[src/rtl/writeback_unit_if.sv]
// Bundles the write-back unit's ALU, load, decode and register-file signals into one port.
// The master modport is the surrounding pipeline; the slave modport is the unit itself.
interface writeback_unit_if #(
  parameter int DWIDTH = 32
);
  logic              alu_valid_i;
  logic [4:0]        alu_rd_i;
  logic [DWIDTH-1:0] alu_data_i;
  logic              alu_ready_o;
  logic              ld_issue_i;
  logic [4:0]        ld_issue_rd_i;
  logic              ld_valid_i;
  logic [4:0]        ld_rd_i;
  logic [DWIDTH-1:0] ld_data_i;
  logic [2:0]        ld_funct3_i;
  logic [1:0]        ld_offset_i;
  logic [4:0]        rs1_i;
  logic [4:0]        rs2_i;
  logic [4:0]        rd_o;
  logic [DWIDTH-1:0] datawb_o;
  logic              regwren_o;
  logic [31:0]       busy_o;
  logic              stall_o;

  modport master (
    output alu_valid_i, alu_rd_i, alu_data_i, ld_issue_i, ld_issue_rd_i,
           ld_valid_i, ld_rd_i, ld_data_i, ld_funct3_i, ld_offset_i, rs1_i, rs2_i,
    input  alu_ready_o, rd_o, datawb_o, regwren_o, busy_o, stall_o
  );

  modport slave (
    input  alu_valid_i, alu_rd_i, alu_data_i, ld_issue_i, ld_issue_rd_i,
           ld_valid_i, ld_rd_i, ld_data_i, ld_funct3_i, ld_offset_i, rs1_i, rs2_i,
    output alu_ready_o, rd_o, datawb_o, regwren_o, busy_o, stall_o
  );
endinterface

[src/rtl/writeback_unit.sv]
// Merges ALU results and extended load returns onto the register-file write port, latency 1.
// Loads always win; the ALU is held off (ready low) while a load returns; pending loads stall decode.
module writeback_unit #(
  parameter int DWIDTH = 32
) (
  input  logic              clk,
  input  logic              rst,
  writeback_unit_if.slave   wb
);

  logic              w_ld_acc;
  logic              w_alu_acc;
  logic              w_any_acc;
  logic [4:0]        w_acc_rd;
  logic [DWIDTH-1:0] w_acc_data;
  logic [DWIDTH-1:0] w_ld_ext;
  logic [7:0]        w_byte;
  logic [15:0]       w_half;
  logic [31:0]       w_set;
  logic [31:0]       w_clr;
  logic              w_hz1;
  logic              w_hz2;

  logic              r_wren;
  logic [4:0]        r_rd;
  logic [DWIDTH-1:0] r_data;
  logic [31:0]       r_busy;

  assign w_ld_acc       = wb.ld_valid_i;
  assign w_alu_acc      = wb.alu_valid_i & ~wb.ld_valid_i;
  assign w_any_acc      = w_ld_acc | w_alu_acc;
  assign w_acc_rd       = w_ld_acc ? wb.ld_rd_i : wb.alu_rd_i;
  assign w_acc_data     = w_ld_acc ? w_ld_ext : wb.alu_data_i;
  assign wb.alu_ready_o = ~wb.ld_valid_i;

  always_comb begin
    w_byte = wb.ld_data_i[7:0];
    case (wb.ld_offset_i)
      2'd1:    w_byte = wb.ld_data_i[15:8];
      2'd2:    w_byte = wb.ld_data_i[23:16];
      2'd3:    w_byte = wb.ld_data_i[31:24];
      default: w_byte = wb.ld_data_i[7:0];
    endcase
  end

  // Halfword lane uses only address bit 1; bit 0 is ignored.
  assign w_half = wb.ld_offset_i[1] ? wb.ld_data_i[31:16] : wb.ld_data_i[15:0];

  always_comb begin
    w_ld_ext = wb.ld_data_i;
    case (wb.ld_funct3_i)
      3'b000:  w_ld_ext = {{(DWIDTH-8){w_byte[7]}}, w_byte};
      3'b100:  w_ld_ext = {{(DWIDTH-8){1'b0}}, w_byte};
      3'b001:  w_ld_ext = {{(DWIDTH-16){w_half[15]}}, w_half};
      3'b101:  w_ld_ext = {{(DWIDTH-16){1'b0}}, w_half};
      default: w_ld_ext = wb.ld_data_i;
    endcase
  end

  always_ff @(posedge clk) begin
    if (rst) begin
      r_wren <= 1'b0;
      r_rd   <= 5'd0;
      r_data <= '0;
    end else begin
      r_wren <= w_any_acc & (w_acc_rd != 5'd0);
      if (w_any_acc) begin
        r_rd   <= w_acc_rd;
        r_data <= w_acc_data;
      end
    end
  end

  // Set is OR-ed after clear so a same-cycle issue to the same rd keeps the bit.
  assign w_set = (wb.ld_issue_i && wb.ld_issue_rd_i != 5'd0) ? (32'd1 << wb.ld_issue_rd_i) : 32'd0;
  assign w_clr = wb.ld_valid_i ? (32'd1 << wb.ld_rd_i) : 32'd0;

  always_ff @(posedge clk) begin
    if (rst) begin
      r_busy <= 32'd0;
    end else begin
      r_busy <= ((r_busy & ~w_clr) | w_set) & ~32'd1;
    end
  end

  assign w_hz1 = (wb.rs1_i != 5'd0) &
                 (r_busy[wb.rs1_i] | (r_wren & (r_rd == wb.rs1_i)) | (w_any_acc & (w_acc_rd == wb.rs1_i)));
  assign w_hz2 = (wb.rs2_i != 5'd0) &
                 (r_busy[wb.rs2_i] | (r_wren & (r_rd == wb.rs2_i)) | (w_any_acc & (w_acc_rd == wb.rs2_i)));

  assign wb.stall_o   = w_hz1 | w_hz2;
  assign wb.rd_o      = r_rd;
  assign wb.datawb_o  = r_data;
  assign wb.regwren_o = r_wren;
  assign wb.busy_o    = r_busy;

endmodule

[src/flat_wrapper.sv]
// flat-port wrapper written by rule: the top's interface ports become plain ports
module writeback_unit_flat 
#(
  parameter int DWIDTH = 32
)
  (clk, rst, wb_alu_valid_i, wb_alu_rd_i, wb_alu_data_i, wb_ld_issue_i, wb_ld_issue_rd_i, wb_ld_valid_i, wb_ld_rd_i, wb_ld_data_i, wb_ld_funct3_i, wb_ld_offset_i, wb_rs1_i, wb_rs2_i, wb_alu_ready_o, wb_rd_o, wb_datawb_o, wb_regwren_o, wb_busy_o, wb_stall_o);
  writeback_unit_if #(.DWIDTH(DWIDTH)) wb_i ();
  input  logic clk;
  input  logic rst;
  input wire logic [$bits(wb_i.alu_valid_i)-1:0] wb_alu_valid_i;
  input wire logic [$bits(wb_i.alu_rd_i)-1:0] wb_alu_rd_i;
  input wire logic [$bits(wb_i.alu_data_i)-1:0] wb_alu_data_i;
  input wire logic [$bits(wb_i.ld_issue_i)-1:0] wb_ld_issue_i;
  input wire logic [$bits(wb_i.ld_issue_rd_i)-1:0] wb_ld_issue_rd_i;
  input wire logic [$bits(wb_i.ld_valid_i)-1:0] wb_ld_valid_i;
  input wire logic [$bits(wb_i.ld_rd_i)-1:0] wb_ld_rd_i;
  input wire logic [$bits(wb_i.ld_data_i)-1:0] wb_ld_data_i;
  input wire logic [$bits(wb_i.ld_funct3_i)-1:0] wb_ld_funct3_i;
  input wire logic [$bits(wb_i.ld_offset_i)-1:0] wb_ld_offset_i;
  input wire logic [$bits(wb_i.rs1_i)-1:0] wb_rs1_i;
  input wire logic [$bits(wb_i.rs2_i)-1:0] wb_rs2_i;
  output wire logic [$bits(wb_i.alu_ready_o)-1:0] wb_alu_ready_o;
  output wire logic [$bits(wb_i.rd_o)-1:0] wb_rd_o;
  output wire logic [$bits(wb_i.datawb_o)-1:0] wb_datawb_o;
  output wire logic [$bits(wb_i.regwren_o)-1:0] wb_regwren_o;
  output wire logic [$bits(wb_i.busy_o)-1:0] wb_busy_o;
  output wire logic [$bits(wb_i.stall_o)-1:0] wb_stall_o;
  assign wb_i.alu_valid_i = wb_alu_valid_i;
  assign wb_i.alu_rd_i = wb_alu_rd_i;
  assign wb_i.alu_data_i = wb_alu_data_i;
  assign wb_i.ld_issue_i = wb_ld_issue_i;
  assign wb_i.ld_issue_rd_i = wb_ld_issue_rd_i;
  assign wb_i.ld_valid_i = wb_ld_valid_i;
  assign wb_i.ld_rd_i = wb_ld_rd_i;
  assign wb_i.ld_data_i = wb_ld_data_i;
  assign wb_i.ld_funct3_i = wb_ld_funct3_i;
  assign wb_i.ld_offset_i = wb_ld_offset_i;
  assign wb_i.rs1_i = wb_rs1_i;
  assign wb_i.rs2_i = wb_rs2_i;
  assign wb_alu_ready_o = wb_i.alu_ready_o;
  assign wb_rd_o = wb_i.rd_o;
  assign wb_datawb_o = wb_i.datawb_o;
  assign wb_regwren_o = wb_i.regwren_o;
  assign wb_busy_o = wb_i.busy_o;
  assign wb_stall_o = wb_i.stall_o;
  writeback_unit #(.DWIDTH(DWIDTH)) u_core (.clk(clk), .rst(rst), .wb(wb_i));
endmodule
[config.mk]
export PLATFORM = sky130hd
export DESIGN_NAME = writeback_unit_flat
export DESIGN_NICKNAME = d
export VERILOG_FILES = /design/src/rtl/writeback_unit_if.sv /design/src/rtl/writeback_unit.sv /design/src/flat_wrapper.sv
export SDC_FILE = /design/constraint.sdc
export NUM_CORES = 1
export LEC_CHECK = 0
export ABC_CLOCK_PERIOD_IN_PS = 6400
export CAP_MARGIN = 0
export CORE_UTILIZATION = 45
export DETAILED_ROUTE_END_ITERATION = 16
export GPL_TIMING_DRIVEN = 1
export HOLD_SLACK_MARGIN = 0.03
export PLACE_DENSITY = 0.9
export SLEW_MARGIN = 40
export SYNTH_ARGS = -nofsm -noshare
export SYNTH_HDL_FRONTEND = slang
export SYNTH_SLANG_ARGS = --single-unit
[constraint.sdc]
create_clock -name clk -period 6.4 [get_ports clk]
set_input_delay 1.6 -clock clk [delete_from_list [all_inputs] [get_ports clk]]
set_output_delay 1.6 -clock clk [all_outputs]
set_load 0.01 [all_outputs]
==> results.sh <==
export IMPL_cp_arrival_ps=4430
export IMPL_p_int_mw=0.785
export IMPL_setup_viol=0
export IMPL_holdWs_ps=528
export IMPL_wirelength_mm=16.0
export IMPL_synth_cell_types=49
export IMPL_p_comb_frac=0.259
export IMPL_synthMuxAreaShare=0.176
export IMPL_synthSimpleGateAreaFrac=0.176
export IMPL_seqPwrFrac=0.415
export IMPL_hold_violations=0
export IMPL_status="finished clean"
export IMPL_drt_initial_drc_count=428
export IMPL_synth_ff_type="dfxtp_1"
export IMPL_cp_required_ps=4800
export IMPL_ctsResizeCount=0
export IMPL_multi_input_area_um2=2760
export IMPL_max_freq_mhz=166
export IMPL_p_leak_nw=2.30
export IMPL_syn_inst=525
export IMPL_syn2layout_area_growth_pct=42.6
export IMPL_synth_xor_area_frac=0.0419
export IMPL_fin_nets=762
export IMPL_grt_pass1_vias=4776
export IMPL_grt_pass1_wl_mm=25.0
export IMPL_critPathKind="input pin to output pin"
export IMPL_fin_setup_tns_ps=0
export IMPL_diodes=0
export IMPL_drive_above_1_share=0.0644
export IMPL_hp_class="flip-flop to flip-flop"
export IMPL_fp_dieH_um=101
export IMPL_rsz0062_at_grt="false"
export IMPL_skew_ps=0
export IMPL_cts_buffer_depth=2
export IMPL_track_usage=0.319
export IMPL_seq_area_frac_synth=0.315
export IMPL_synth_compound_area_frac=0.232
export IMPL_min_period_ps=6030
export IMPL_yosys_area_share_adder=0
export IMPL_start_util=0.471
export IMPL_grt_overflow_total=0
export IMPL_drc=0
export IMPL_crit_path_max_fanout=7
export IMPL_endpoint_kind="output pin"
export IMPL_p_per_area_nw_per_um2=179
export IMPL_slowest_stage="clkdlybuf4s50_1"
export IMPL_cp_start_kind="input pin"
export IMPL_async_flop_share=0
export IMPL_grt_start_max_net_pins=70
export IMPL_insertion_delay_ps=350
export IMPL_synth_top_family_by_area="compound AO/OA/AOI/OAI gates"
export IMPL_io_pins=171
export IMPL_maxSlewHeadroom=0.496
export IMPL_io_buffer_count=169
export IMPL_die_w_um=101
export IMPL_syn_nets=624
export IMPL_antenna_found_initial=0
export IMPL_fill_cells=735
export IMPL_ys_warn_count=0
export IMPL_drv_slew=0
export IMPL_worst_slew_pin_slew_ps=755
export IMPL_clockRootBuffer="clkbuf_8"
export IMPL_synth_seq_cells=69
export IMPL_cts_tree="done"
export IMPL_synth_area_per_cell_um2=8.36
export IMPL_clkPwrFrac=0.326
export IMPL_timing_final_ws_setup_ps=373
export IMPL_first_pass_iters=5
export IMPL_core_um2=9330
export IMPL_hold_buffers=0
export IMPL_cts_buffers_inserted=9
export IMPL_final_common_cell="clkdlybuf4s50_1"
export IMPL_fin_crit_sh=0.942
export IMPL_post_drt_via_cell_ratio=6.22
export IMPL_max_stage_delay_ps=680
export IMPL_cpMostUsedCell="clkdlybuf4s50_1"
export IMPL_h_tree_depth=3
export IMPL_drtAntennaViolNets=0
export IMPL_seqCellArea_um2=1380
export IMPL_vias=4955
export IMPL_crit_path_cell_trace="clkdlybuf4s50_1 -> buf_4 -> mux4_2 -> nand3_1 -> o21ai_1 -> a22o_1 -> nor4_1 -> a2bb2o_2 -> clkdlybuf4s50_1"
export IMPL_ir_drop_mv=0.0920
export IMPL_synth_edf_count=0
export IMPL_switching_power_mw=0.337
export IMPL_pre_cts_slack_ps=392
export IMPL_cts_setup_buffers=0
export IMPL_post_drt_wl_per_cell_um=20.0
export IMPL_switching_share=0.300
export IMPL_syn_cell_area_um2=4390
export IMPL_cts_sink_count=69
export IMPL_cap_violations=0
export IMPL_rows=35
export IMPL_clk_pin_slew_ps=80
export IMPL_dieArea_um2=10200
export IMPL_final_cell_mix="clkdlybuf4s50_1 (167), nand2_1 (70), dfxtp_1 (69)"
export IMPL_globalplace_congestion=0.977
export IMPL_dpl_hpwl_mm=11.8
==> power by group through the flow <==
| stage | Combinational (mW) | Clock [mW] | Sequential, mW |
|---|---|---|---|
| 2_1_floorplan | 0.136 | 0 | 0.482 |
| 3_3_place_gp | 0.278 | 0 | 0.474 |
| 3_5_place_dp | 0.285 | 0 | 0.476 |
| 4_1_cts | 0.287 | 0.365 | 0.466 |
| 5_1_grt | 0.310 | 0.382 | 0.468 |
| 6_report | 0.291 | 0.365 | 0.466 |
==> path summary, 6_finish.rpt <==
| path | to | depth (start not counted) | slack, ps | start |
|---|---|---|---|---|
| hold reg to reg | u_core.wb.busy_o[30] | 2 | 530 | u_core.wb.busy_o[30] |
| setup / recovery | wb_stall_o | 9 | 370 | wb_rs1_i[0] |
| hold / removal | u_core.wb.busy_o[30] | 2 | 530 | u_core.wb.busy_o[30] |
| setup reg to reg | u_core.wb.datawb_o[2] | 3 | 5460 | u_core.wb.datawb_o[2] |
==> state kept, by name, indices dropped and copies added, names as in the netlist <==
| signal | flops |
|---|---|
| u_core.wb.rd_o | 5 |
| u_core.wb.regwren_o | 1 |
| u_core.wb.busy_o | 31 |
| u_core.wb.datawb_o | 32 |
==> cell usage after synthesis (13+ instances only) <==
cell type | instances | area, um^2
clkbuf_1 | 32 | 120
dfxtp_1 | 69 | 1380
a221oi_1 | 29 | 254
nor2b_1 | 15 | 93.8
mux2i_1 | 44 | 440
a211oi_1 | 18 | 135
nand2_1 | 70 | 263
nand3_1 | 13 | 65.1
xnor2_1 | 13 | 114
o21ai_0 | 39 | 195
nor2_1 | 26 | 97.6
a21oi_1 | 38 | 190
==> area by class of cell <==
class | count | share of cell area
Timing Repair Buffer | 176 | 0.277
Sequential cell | 69 | 0.221
Tap cell | 129 | 0.0258
Clock inverter | 7 | 0.0118
Clock buffer | 9 | 0.0198
Inverter | 8 | 0.00480
Multi-Input combinational cell | 399 | 0.440
==> metal layers <==
| metal | track usage | vias up | part of all wire |
|---|---|---|---|
| met5 | 0 | - | 0 |
| met4 | 0.139 | 0 | 0.037 |
| met3 | 0.0603 | 58 | 0.096 |
| met2 | 0.518 | 321 | 0.47 |
| met1 | 0.413 | 2338 | 0.39 |
| li1 | - | 2238 | - |
==> metrics by stage <==
| step | util | area, um^2 | total power, mW | std cells |
|---|---|---|---|---|
| floorplan | - | 4390 | 0.618 | 525 |
| global placement | 0.650 | 6060 | 0.753 | 781 |
| detailed placement | 0.650 | 6060 | 0.761 | 781 |
| CTS | 0.671 | 6260 | 1.12 | 797 |
| global route | 0.671 | 6260 | 1.16 | 797 |
| finish | 0.671 | 6260 | 1.12 | 797 |
==> worst max-delay path: cells and delay by family <==
family	cells	cell delay (ps)
AOI/OAI and AO/OA	3	580
muxes	1	490
buffers and inverters	3	1390
and+or+nand+nor	2	370
==> kinds of logic after synthesis <==
| family | Yosys count |
|---|---|
| and+or+nand+nor | 161 |
| AOI/OAI and AO/OA | 154 |
| DFF | 69 |
| muxes | 62 |
| buffers and inverters | 57 |
| xor gates and xnor gates | 21 |
| other | 1 |
Power figures use the tool's default switching activity.
